### config.mk
export PLATFORM = sky130hd
export DESIGN_NAME = reset_test_sequencer
export DESIGN_NICKNAME = d
export VERILOG_FILES = /design/src/rtl/test_seq_pkg.sv /design/src/rtl/reset_sync.sv /design/src/rtl/reset_test_sequencer.sv
export SDC_FILE = /design/constraint.sdc
export NUM_CORES = 1
export LEC_CHECK = 0
export BUFFER_PORTS_ARGS = -buffer_cell sky130_fd_sc_hd__buf_4
export CORE_MARGIN = 1.5
export CORE_UTILIZATION = 25
export CTS_BUF_LIST = sky130_fd_sc_hd__clkbuf_4 sky130_fd_sc_hd__clkbuf_8
export DETAILED_ROUTE_END_ITERATION = 10
export GPL_TIMING_DRIVEN = 0
export SKIP_CTS_REPAIR_TIMING = 1
export SYNTH_ARGS = -nofsm -noshare
export SYNTH_HDL_FRONTEND = slang
export SYNTH_HIERARCHICAL = 1
export SYNTH_SLANG_ARGS = --single-unit
export TNS_END_PERCENT = 1
### constraint.sdc
create_clock -name clock -period 1.2 [get_ports clock]
set_input_delay 0.06 -clock clock [delete_from_list [all_inputs] [get_ports clock]]
set_output_delay 0.06 -clock clock [all_outputs]
set_load 0.05 [all_outputs]
### src/rtl/test_seq_pkg.sv
// ----------------------------------------------------------------------------
// test_seq_pkg
//   Shared types for the reset/test sequencer.
//   state_e  : sequencer FSM states.
//   status_e : encoding of the 2-bit status output
//              (NONE=0, PASS=1, FAIL=2, TIMEOUT=3).
//   is_terminal() : true for the three end-of-test states.
// ----------------------------------------------------------------------------
package test_seq_pkg;

  typedef enum logic [2:0] {
    HOLD    = 3'd0,
    RELEASE = 3'd1,
    RUN     = 3'd2,
    PASS    = 3'd3,
    FAIL    = 3'd4,
    TIMEOUT = 3'd5
  } state_e;

  typedef enum logic [1:0] {
    STATUS_NONE    = 2'd0,
    STATUS_PASS    = 2'd1,
    STATUS_FAIL    = 2'd2,
    STATUS_TIMEOUT = 2'd3
  } status_e;

  localparam int STATUS_W = 2;

  function automatic logic is_terminal(input state_e s);
    return (s == PASS) || (s == FAIL) || (s == TIMEOUT);
  endfunction

endpackage

### src/rtl/reset_sync.sv
// ----------------------------------------------------------------------------
// reset_sync
//   Reset synchronizer: assertion is asynchronous, deassertion is taken
//   through SYNC_STAGES flops so the released reset is clean in the clock
//   domain. The output deasserts after the SYNC_STAGES-th rising edge that
//   follows reset_n rising.
// Ports
//   clock        in  1  clock
//   reset_n      in  1  asynchronous active-low reset from the board
//   sync_reset_n out 1  active-low reset, synchronously deasserted
// ----------------------------------------------------------------------------
module reset_sync #(
  parameter int SYNC_STAGES = 2
) (
  input  logic clock,
  input  logic reset_n,
  output logic sync_reset_n
);

  logic [SYNC_STAGES-1:0] sync_ff;

  always_ff @(posedge clock or negedge reset_n) begin
    if (!reset_n) begin
      sync_ff <= '0;
    end else begin
      sync_ff <= {sync_ff[SYNC_STAGES-2:0], 1'b1};
    end
  end

  assign sync_reset_n = sync_ff[SYNC_STAGES-1];

endmodule

### src/rtl/reset_test_sequencer.sv
// ----------------------------------------------------------------------------
// reset_test_sequencer
//   Test-harness controller. After the board reset is released (and
//   synchronized) all DUT channel resets are held for RESET_CYCLES cycles,
//   then released one by one STAGGER_CYCLES apart. Once the last channel is
//   out of reset the sequencer runs a watchdog cycle counter and reports
//   PASS / FAIL / TIMEOUT from the DUT's done/fail levels. A restart pulse
//   re-runs the sequence from HOLD without a board reset.
//
// Parameters
//   NUM_CHANNELS   number of DUT reset outputs (>=1)
//   RESET_CYCLES   cycles all channels are held after the reset sync (>=1)
//   STAGGER_CYCLES cycles between channel releases (0 = all together)
//   TIMEOUT_CYCLES RUN cycles before TIMEOUT (>=1)
//   SYNC_STAGES    synchronizer depth (>=2)
//   CYC_W          derived width of cycle_count
//
// Ports
//   clock       in   1             clock
//   reset       in   1             async active-low board reset
//   restart     in   1             pulse: re-run the sequence from HOLD
//   dut_done    in   1             DUT completion level (used in RUN only)
//   dut_fail    in   1             DUT failure level (used in RUN only)
//   chan_reset  out  NUM_CHANNELS  active-high DUT resets, registered
//   running     out  1             high while in RUN
//   finished    out  1             high in PASS/FAIL/TIMEOUT
//   status      out  2             test_seq_pkg::status_e
//   cycle_count out  CYC_W         RUN cycles elapsed, saturating
//
// Build option
//   TEST_SEQ_SIM_FINISH_EN : simulation-only; on reaching a terminal state
//   the result is printed and the simulation finishes one cycle later.
//   Restart is ignored once finished in that build. Leave undefined for
//   FPGA builds, where terminal states persist until restart or reset.
// ----------------------------------------------------------------------------
module reset_test_sequencer
  import test_seq_pkg::*;
#(
  parameter  int NUM_CHANNELS   = 3,
  parameter  int RESET_CYCLES   = 10,
  parameter  int STAGGER_CYCLES = 4,
  parameter  int TIMEOUT_CYCLES = 10000,
  parameter  int SYNC_STAGES    = 2,
  localparam int CYC_W          = $clog2(TIMEOUT_CYCLES + 1)
) (
  input  logic                    clock,
  input  logic                    reset,
  input  logic                    restart,
  input  logic                    dut_done,
  input  logic                    dut_fail,
  output logic [NUM_CHANNELS-1:0] chan_reset,
  output logic                    running,
  output logic                    finished,
  output logic [1:0]              status,
  output logic [CYC_W-1:0]        cycle_count
);

  // Shared hold/stagger counter only ever counts to max(RESET, STAGGER)-1.
  localparam int CNT_MAX = (RESET_CYCLES > STAGGER_CYCLES) ? RESET_CYCLES : STAGGER_CYCLES;
  localparam int CNT_W   = (CNT_MAX > 1) ? $clog2(CNT_MAX) : 1;
  localparam int IDX_W   = (NUM_CHANNELS > 1) ? $clog2(NUM_CHANNELS) : 1;

  // With a single channel or no stagger there is nothing to release in
  // steps, so HOLD hands over straight to RUN.
  localparam bit DIRECT_RUN = (NUM_CHANNELS == 1) || (STAGGER_CYCLES == 0);

  localparam logic [CNT_W-1:0] HOLD_LAST = CNT_W'(RESET_CYCLES - 1);
  localparam logic [CNT_W-1:0] STAG_LAST = CNT_W'((STAGGER_CYCLES > 0) ? STAGGER_CYCLES - 1 : 0);
  localparam logic [IDX_W-1:0] LAST_IDX  = IDX_W'(NUM_CHANNELS - 1);
  localparam logic [CYC_W-1:0] TO_LAST   = CYC_W'(TIMEOUT_CYCLES - 1);
  localparam logic [CYC_W-1:0] TO_MAX    = CYC_W'(TIMEOUT_CYCLES);

  logic             rst_sync_n;
  state_e           state;
  logic [CNT_W-1:0] cnt;
  logic [IDX_W-1:0] idx;
  logic             restart_eff;

  function automatic logic [CYC_W-1:0] sat_inc(input logic [CYC_W-1:0] c);
    if (c >= TO_MAX) begin
      return c;
    end
    return c + 1'b1;
  endfunction

  reset_sync #(
    .SYNC_STAGES (SYNC_STAGES)
  ) u_reset_sync (
    .clock        (clock),
    .reset_n      (reset),
    .sync_reset_n (rst_sync_n)
  );

`ifdef TEST_SEQ_SIM_FINISH_EN
  assign restart_eff = restart & ~finished;
`else
  assign restart_eff = restart;
`endif

  always_ff @(posedge clock or negedge rst_sync_n) begin
    if (!rst_sync_n) begin
      state       <= HOLD;
      cnt         <= '0;
      idx         <= '0;
      chan_reset  <= '1;
      running     <= 1'b0;
      finished    <= 1'b0;
      status      <= STATUS_NONE;
      cycle_count <= '0;
    end else if (restart_eff) begin
      // Restart from anywhere (HOLD included) re-arms the whole sequence;
      // the synchronizer is not involved, so HOLD starts counting next edge.
      state       <= HOLD;
      cnt         <= '0;
      idx         <= '0;
      chan_reset  <= '1;
      running     <= 1'b0;
      finished    <= 1'b0;
      status      <= STATUS_NONE;
      cycle_count <= '0;
    end else begin
      case (state)
        HOLD: begin
          if (cnt == HOLD_LAST) begin
            cnt <= '0;
            if (DIRECT_RUN) begin
              chan_reset <= '0;
              running    <= 1'b1;
              state      <= RUN;
            end else begin
              // Channels release LSB first, so each release is a left shift.
              chan_reset <= chan_reset << 1;
              idx        <= IDX_W'(1);
              state      <= RELEASE;
            end
          end else begin
            cnt <= cnt + 1'b1;
          end
        end

        RELEASE: begin
          if (cnt == STAG_LAST) begin
            cnt        <= '0;
            chan_reset <= chan_reset << 1;
            if (idx == LAST_IDX) begin
              running <= 1'b1;
              state   <= RUN;
            end else begin
              idx <= idx + 1'b1;
            end
          end else begin
            cnt <= cnt + 1'b1;
          end
        end

        RUN: begin
          // The sampling edge also counts as a RUN cycle.
          cycle_count <= sat_inc(cycle_count);
          if (dut_fail) begin
            state    <= FAIL;
            status   <= STATUS_FAIL;
            running  <= 1'b0;
            finished <= 1'b1;
          end else if (dut_done) begin
            state    <= PASS;
            status   <= STATUS_PASS;
            running  <= 1'b0;
            finished <= 1'b1;
          end else if (cycle_count == TO_LAST) begin
            state    <= TIMEOUT;
            status   <= STATUS_TIMEOUT;
            running  <= 1'b0;
            finished <= 1'b1;
          end
        end

        default: begin
          // Terminal states hold everything until restart or reset.
        end
      endcase
    end
  end

`ifdef TEST_SEQ_SIM_FINISH_EN
  logic finish_pending;

  always_ff @(posedge clock or negedge rst_sync_n) begin
    if (!rst_sync_n) begin
      finish_pending <= 1'b0;
    end else begin
      if (finish_pending) begin
        $finish;
      end
      if (finished && !finish_pending) begin
        $display("reset_test_sequencer: status=%0d cycle_count=%0d", status, cycle_count);
        finish_pending <= 1'b1;
      end
    end
  end
`endif

endmodule

# Word level (Yosys, flattened, before mapping)
# Index checks and enable logic that the tools add are counted.
op_classes:
  reduce_logical: 12
  mux: 44
  n_eq_ne: 12
  n_addsub: 3
  order_cmp: 1
op_table:
  columns: ["operator", "n"]
  rows:
  - ["14-bit 2-to-1 mux", 3]
  - ["3-bit 2-to-1 mux", 10]
  - ["2-bit 2-to-1 mux", 9]
  - ["3-bit != test (second input constant)", 5]
  - ["14-bit by 1-bit adder with 14-bit output (second input constant)", 1]
  - ["14-bit equality test (second input constant)", 1]
  - ["14-bit greater-or-equal comparator (second input constant)", 1]
  - ["1-bit 2-to-1 mux", 14]
  - ["4-bit 2-to-1 mux", 3]
  - ["3-bit one-hot mux with 3 select lines", 1]
  - ["4-bit one-hot mux with 2 select lines", 1]
  - ["4-bit AND reduction", 2]
  - ["4-bit nonzero test", 2]
  - ["3-bit one-hot mux with 2 select lines", 1]
  - ["3-bit nonzero test", 2]
  - ["5-bit != test (second input constant)", 1]
  - ["5-bit AND reduction", 1]
  - ["4-bit by 1-bit adder with 4-bit output (second input constant)", 1]
  - ["4-bit by 2-bit equality test with 1-bit output (second input constant)", 1]
  - ["4-bit equality test (second input constant)", 1]
  - ["2-bit one-hot mux with 2 select lines", 1]
  - ["2-bit AND reduction", 2]
  - ["3-bit by 1-bit equality test with 1-bit output (second input constant)", 1]
  - ["3-bit by 2-bit equality test with 1-bit output (second input constant)", 1]
  - ["6 further kinds", 6]
totals:
  regBits: 32
  word_cells: 81
  in_bits: 5

# Longest topological paths before layout
# Gate-level depths: netlist of run 1.
depth:
  depth_word: 7
  mapped_depth: 6
  mapped_depth_nobuf: 6

# By module
# The synthesis of run 1 kept the hierarchy.
modules_own_cells:
  columns: ["mod", "cells_per_inst", "instances", "area_per_inst_um2", "seq_area_each_um2"]
  rows:
  - ["reset_test_sequencer", 174, 1, 1660.3, 754.5]
  - ["reset_sync", 3, 1, 53.8, 50.0]

# Least setup slack after synthesis of run 1
# OpenSTA, ideal clock, no wires.
synth_timing:
  kind: "register to register"
  from: "register cycle_count[4]"
  to: "register state[1]"
  required_time_ns: 1.065
  arrival_time_ns: 2.009
  setup_time_ns: 0.135
  slack_ns: -0.944
  n_path_buf: 1
  period_less_slack_ns: 2.144
  path_stages_with_launch: 6
  path_cell_list: "dfrtp_1 buf_6 or4_4 o41a_1 o311ai_1 o31ai_1"
synth_between:
  elab_chain_len: 3
synth_rtl:
  columns: ["item", "line_no", "source"]
  rows:
  - ["from (decl)", "reset_test_sequencer.sv:55", "output logic [CYC_W-1:0] cycle_count"]
  - ["from (signal assigned)", "reset_test_sequencer.sv:158", "cycle_count <= sat_inc(cycle_count);"]
  - ["14-bit equality test", "reset_test_sequencer.sv:169", "end else if (cycle_count == TO_LAST) begin"]
  - ["5-bit != test (no line)", null, null]
  - ["5-bit AND reduction (no line)", null, null]
  - ["to (signal assigned)", "reset_test_sequencer.sv:160", "state <= FAIL;"]
  - ["to (signal assigned)", "reset_test_sequencer.sv:165", "state <= PASS;"]
  - ["to (signal assigned)", "reset_test_sequencer.sv:170", "state <= TIMEOUT;"]
  - ["to (decl)", "reset_test_sequencer.sv:74", "state_e state;"]
# Every way passes these cells.
# A chain may end at the register's enable or synchronous reset.

# Final worst setup path of run 1
# Ends and elaborated chain as after synthesis.

==> impl_metrics.py, run 1 <==
metrics = {
    "worst_setup_path": {
        "crit_type": "register to register",
        "reg2regPathDepth": 5,
        "end_kind": "register",
        "cp_max_fo": 9,
        "required_ps": 1360,
        "setup.worst_path.start_class": "register",
        "arrival_ps": 2060,
    },
    "placement": {
        "gp_congestion": 0.7369,
        "dpl_cell_area_sq_um": 2004,
        "hpwl_microns": 2858,
        "io_buffer_count": 25,
    },
    "power_and_ir_drop": {
        "cellPowerDensity_nw_per_um2": 956.9,
        "cellLeakagePower_uw": 0.0009028,
        "sequentialPowerShare_pct": 54.1,
        "power.switching_uw": 499.0,
        "vdd_drop_max_mv": 0.5018,
        "p_sw_share_pct": 23.94,
        "p_int_uw": 1586,
        "p_clk_share_pct": 41.5,
        "power_uw": 2085,
        "p_comb_share_pct": 4.3,
    },
    "yosys": {
        "syn_area_per_cell_sq_um": 9.684,
        "syn_nets": 187,
        "synth_ff_type": "dfrtp_1",
        "synth_cell_types": 50,
        "yosysWarningCount": 6,
        "syn_inst": 177,
        "yosysSeqAreaShare_pct": 46.93,
        "async_reset_ff_share_pct": 100.0,
        "synth_edf_count": 0,
        "synth_area_sq_um": 1714,
        "synth-seq-cells": 32,
    },
    "sta": {
        "finalCritPeriodShare_pct": 158.1,
        "rsz0062_at_grt": "true",
        "finalSetupTns_ps": -14280,
        "max_freq_mhz": 527.2,
        "hold_viol": 0,
        "slew_violations": 0,
        "fin_ws_ps": -697.0,
        "fin_skew_ps": 5.899,
        "slew-limit-headroom_pct": 55.80,
        "period_needed_ps": 1897,
        "finalSetupViolations": 30,
        "tightest_slew_ps": 662.9,
    },
    "clock_network": {
        "clock_latency_ps": 290,
        "clockBufferDepth": 2,
        "numCtsBuffers": 5,
        "root_buffer": "clkbuf_8",
        "cts_max_level": 2,
        "clk_pin_slew_worst_paths_ps": 70,
        "cts_tree": "done",
        "cts.sinks": 32,
    },
    "detailed_routing": {
        "avgViaCountPerCell": 5.176,
        "routed_wirelength_microns": 4179,
        "drtAntennaViolNets": 0,
        "num_vias": 1501,
        "drt_iter0_drc": 56,
        "dr.pass1.iters": 4,
        "wire_per_inst_microns": 14.41,
        "drc": 0,
    },
    "run": {
        "cap_violations": 0,
    },
    "cells_and_area": {
        "fin_area_sq_um": 2178,
        "syn2layout_area_growth_pct": 27.08,
        "mostFrequentLayoutCell": "buf_4",
        "fillers": 653,
        "diodes": 0,
        "drive_gt1_share_pct": 30.05,
        "nets": 222,
        "final_cell_mix": "28 x buf_4, 21 x dfrtp_1, 14 x a21oi_1, 11 x o21ai_0, 11 x nand2_1",
    },
    "global_routing": {
        "grt-ovfl-total": 0,
        "grt_max_degree": 31,
        "grt_pass1_wl_microns": 6941,
        "gr-usage-all-layers_pct": 11.82,
        "grt_pass1_vias": 1407,
        "antenna_found_initial": 0,
    },
    "die": {
        "dieArea_sq_um": 7363,
        "fp.dieW_microns": 85.81,
        "num_rows": 29,
        "core_area_sq_um": 6495,
        "io_pins": 26,
        "start_util_pct": 26.39,
        "die_y_microns": 85.81,
    },
    "run_status": {
        "violations": "setup timing",
        "status": "finished with violations",
    },
    "worst_hold_path": {
        "hold_path_class": "input pin to async pin",
    },
}
## metal layers
| layer | track usage, % | wire length, microns | vias to the layer above |
|---|---|---|---|
| met1 | 15.64 | 2004 | 733 |
| met5 | 0 | 0 | - |
| met2 | 18.68 | 1943 | 28 |
| met4 | 3.519 | 48 | 0 |
| met3 | 3.561 | 183 | 8 |
| li1 | - | - | 732 |
## power by group through the flow
stage                     clock [uW]  combinational (uW)  sequential, uW
final                            866                90.1            1130
after global routing             928                 101            1130
after CTS                        877                82.2            1130
after detailed placement           0                81.7            1150
after global placement             0                79.6            1150
after floorplan                    0                48.5            1140
## cell usage after synthesis, types with 3 or more instances
library cell	instances	area, sq um
nand2_1	11	41.29
o21ai_0	12	60.06
and3_1	5	31.28
nand3_1	8	40.04
a21oi_1	15	75.07
nor2_1	9	33.78
dfrtp_1	29	725.7
nand4_1	4	25.02
clkbuf_1	5	18.77
or4_1	3	22.52
inv_1	6	22.52
dfstp_2	3	78.83
ha_1	5	62.56
o31ai_1	4	30.03
nor3_1	5	25.02
or3_1	10	62.56
## sequential cells by signal, indices dropped and copies added, names as in the netlist
register and cells:
cycle_count 14, cnt 4, chan_reset 3, state 3
idx 2, status 2, u_reset_sync/sync_ff 2, finished 1
running 1
## worst paths after layout
check / startpoint / slack [ps] / endpoint
hold / removal: reset / 80 / u_reset_sync/sync_ff[1]
setup reg to reg: cycle_count[4] / -700 / state[1]
hold reg to reg: u_reset_sync/sync_ff[1] / 300 / cycle_count[9]
setup / recovery: cycle_count[4] / -700 / state[1]
min in group clock: dut_done / 90 / status[1]
max in group asynchronous: u_reset_sync/sync_ff[1] / 430 / cnt[0]
## critical path: stages, from the launching register on
cell and delay, ps:
dfrtp_2 410, buf_6 140, or4_4 480, o41a_1 400, o311ai_2 240, o31ai_1 100
## cell type report
| type | instances | area (sq um) | area share (%) |
|---|---|---|---|
| multi-input combinational | 131 | 899.6 | 41.30 |
| clock buffer | 7 | 83.83 | 3.848 |
| timing repair buffer | 28 | 212.7 | 9.764 |
| sequential | 32 | 814.5 | 37.39 |
| buffer | 8 | 43.79 | 2.010 |
| clock inverter | 1 | 5.005 | 0.2298 |
| tap | 77 | 96.34 | 4.423 |
| inverter | 6 | 22.52 | 1.034 |
## logic make-up after synthesis
family | count (synthesis) | synth area share (%)
XOR/XNOR | 2 | 1.022
adder cells (fa/ha/maj) | 5 | 3.650
other | 1 | 0.2188
AO/OA/AOI/OAI | 49 | 18.40
buffers and inverters | 14 | 3.650
flip-flops | 32 | 46.93
multiplexers | 1 | 0.5840
AND/OR/NAND/NOR | 73 | 25.55
## through the flow
stage	hold WS [ps]	cells	setup WS, ps	util, %
after detailed placement	-155.7	279	-904.2	30.86
after global routing	90.22	290	-790.3	33.54
after CTS	-465.4	287	-929.3	32.23
after floorplan	-235.6	177	-753.4	-
after global placement	-156.7	279	-837.0	30.86
final	82.63	290	-697.0	33.54
(Power assumes the default switching activity.)
==> run 2, diff against run 1 <==
- CORE_UTILIZATION: 25 -> 53
- PLACE_DENSITY: unset -> 0.78
- SKIP_LAST_GASP: unset -> 1
- clock period: 1.2 -> 1.7 ns (I/O delays scaled with it)
==> run 2 against run 1 <==
Against the previous run: the run still ends with setup timing left; cell area is 2.6% lower; global-route usage increased by 13 points; total power is 30% lower; clock power shrank 31%; first-iteration DRC count up 45%; core utilization is 36 points higher; wire length rose by 0.72%; non-clock buffer count rose by 2; worst hold slack worse by 23 ps; die area shrank 51%; largest cell class unchanged; largest power group unchanged.
==> impl_metrics.py, run 2 (synthesis results as in run 1) <==
metrics = {
    "run_status": {
        "status": "finished with violations",
        "violations": "setup timing",
    },
    "global_routing": {
        "grt-ovfl-total": 0,
        "grt_max_degree": 31,
        "gr-usage-all-layers_pct": 24.83,
        "grt_pass1_wl_microns": 6568,
        "antenna_found_initial": 0,
        "grt_pass1_vias": 1471,
    },
    "sta": {
        "max_freq_mhz": 526.5,
        "fin_ws_ps": -199.3,
        "rsz0062_at_grt": "true",
        "tightest_slew_ps": 655.7,
        "finalCritPeriodShare_pct": 111.7,
        "slew-limit-headroom_pct": 56.29,
        "slew_violations": 0,
        "finalSetupViolations": 22,
        "fin_hold_ws_ps": 59.78,
        "period_needed_ps": 1899,
        "hold_viol": 0,
        "fin_skew_ps": 12.53,
    },
    "power_and_ir_drop": {
        "cellPowerDensity_nw_per_um2": 685.4,
        "sequentialPowerShare_pct": 54.6,
        "cellLeakagePower_uw": 0.0009088,
        "power.switching_uw": 332.0,
        "p_sw_share_pct": 22.84,
        "p_int_uw": 1122,
        "p_clk_share_pct": 41.2,
        "vdd_drop_max_mv": 0.4412,
        "p_comb_share_pct": 4.2,
    },
    "clock_network": {
        "clockBufferDepth": 2,
        "clk_pin_slew_worst_paths_ps": 110,
        "cts_max_level": 2,
        "root_buffer": "clkbuf_4",
        "clock_latency_ps": 340,
        "cts.sinks": 32,
        "cts_tree": "done",
        "numCtsBuffers": 5,
    },
    "detailed_routing": {
        "dr.pass1.iters": 4,
        "drt_iter0_drc": 81,
        "drtAntennaViolNets": 0,
        "drc": 0,
        "avgViaCountPerCell": 6.166,
        "wire_per_inst_microns": 16.25,
        "num_vias": 1597,
        "routed_wirelength_microns": 4209,
    },
    "worst_setup_path": {
        "r2r_slack_ps": -200,
        "crit_top_cell": "buf_6",
        "cp_max_fo": 9,
        "reg2regPathDepth": 6,
        "critPathMaxStageDelay_ps": 490,
        "crit_type": "register to register",
        "r2r_end": "cycle_count[10]",
        "crit_chain": "nor3b_4 -> buf_6 -> nand4_1 -> buf_6 -> or4_1 -> a21oi_1",
        "arrival_ps": 2150,
        "required_ps": 1960,
        "end_kind": "register",
        "cp_slowest_cell": "dfrtp_1",
        "worstReg2RegStart": "state[0]",
        "setup.worst_path.start_class": "register",
    },
    "cells_and_area": {
        "final_cell_mix": "28 x buf_4, 21 x dfrtp_1, 15 x a21oi_1, 11 x nand2_1",
        "diodes": 0,
        "largest_reg_flops": 14,
        "multi_input_area_sq_um": 869.6,
        "fillers": 259,
        "reg.largest.list": "cycle_count: 14 flops, cnt: 4 flops",
        "syn2layout_area_growth_pct": 23.72,
        "nets": 224,
        "drive_gt1_share_pct": 28.37,
        "mostFrequentLayoutCell": "buf_4",
        "stdcell_count": 259,
        "final-seq-area_sq_um": 814.5,
        "top_register": "cycle_count",
        "fin_util_pct": 69.47,
    },
    "die": {
        "die_y_microns": 59.87,
        "dieArea_sq_um": 3584,
        "start_util_pct": 56.15,
        "core_area_sq_um": 3053,
        "num_rows": 20,
        "io_pins": 26,
        "fp.dieW_microns": 59.87,
    },
    "placement": {
        "gp_congestion": 0.8757,
        "post-place-ws_ps": -420.1,
        "hpwl_microns": 2774,
        "place_inst": 246,
        "io_buffer_count": 25,
    },
    "worst_hold_path": {
        "hp-start": "dut_done",
        "min_delay_worst_endpoint": "status[1]",
        "hold_path_class": "input pin to register",
        "whs_path_depth": 4,
    },
    "run": {
        "cap_violations": 0,
    },
}
==> run 2: cell types whose count changed in the layout (fill, tap and decap cells not counted), moves of 2 or more <==
cell | before | now
buf_6 | 1 | 3
clkbuf_8 | 5 | 0
o21ai_1 | 0 | 2
clkbuf_4 | 2 | 6
==> run 2: metrics by stage <==
step | setup TNS [ps] | power, uW | area, sq um
final | -2153 | 1454 | 2121
after global routing | -4382 | 1505 | 2121
after CTS | -4614 | 1460 | 2043
after detailed placement | -3872 | 864.6 | 1963
after global placement | -2020 | 860.5 | 1963
after floorplan | -2254 | 836.9 | 1720
==> run 2: final cells by class <==
cell class / instances / area share (%)
Sequential cell: 32 / 38.41
Multi-Input combinational cell: 131 / 41.00
Clock inverter: 2 / 1.652
Clock buffer: 6 / 2.124
Tap cell: 44 / 2.596
Timing Repair Buffer: 31 / 11.15
Buffer: 7 / 2.006
Inverter: 6 / 1.062
==> run 2: critical path, delay by kind of cell, from the launching register on <==
kind,cells,cell delay [ps]
buf+inv,2,330
compound gates,1,160
flops,1,490
simple gates,3,830
==> run 2: power groups by stage <==
stage	sequential, uW	combinational [uW]	clock [uW]
after detailed placement	808	56.3	0
final	794	61.5	598
after global routing	799	67.1	639
after CTS	794	56.5	609
after global placement	807	53.4	0
after floorplan	803	34.2	0
==> run 2: how the worst max path moves through the flow <==
stage / start / endpoint / slack, ps / depth (start not counted)
after floorplan: cycle_count[4] / state[1] / -250 / 5
after global placement: state[2] / cycle_count[10] / -240 / 6
after detailed placement: cnt[1] / idx[1] / -420 / 6
after CTS: cnt[1] / idx[1] / -440 / 6
after global routing: cycle_count[4] / cycle_count[3] / -280 / 6
final: state[0] / cycle_count[10] / -200 / 6
==> run 2: layer usage <==
layer	vias up	GRT usage (%)	wire, microns
li1	740	-	-
met1	786	30.18	1705
met2	63	40.68	2192
met3	8	6.926	251
met4	0	11.43	60
met5	-	0	0
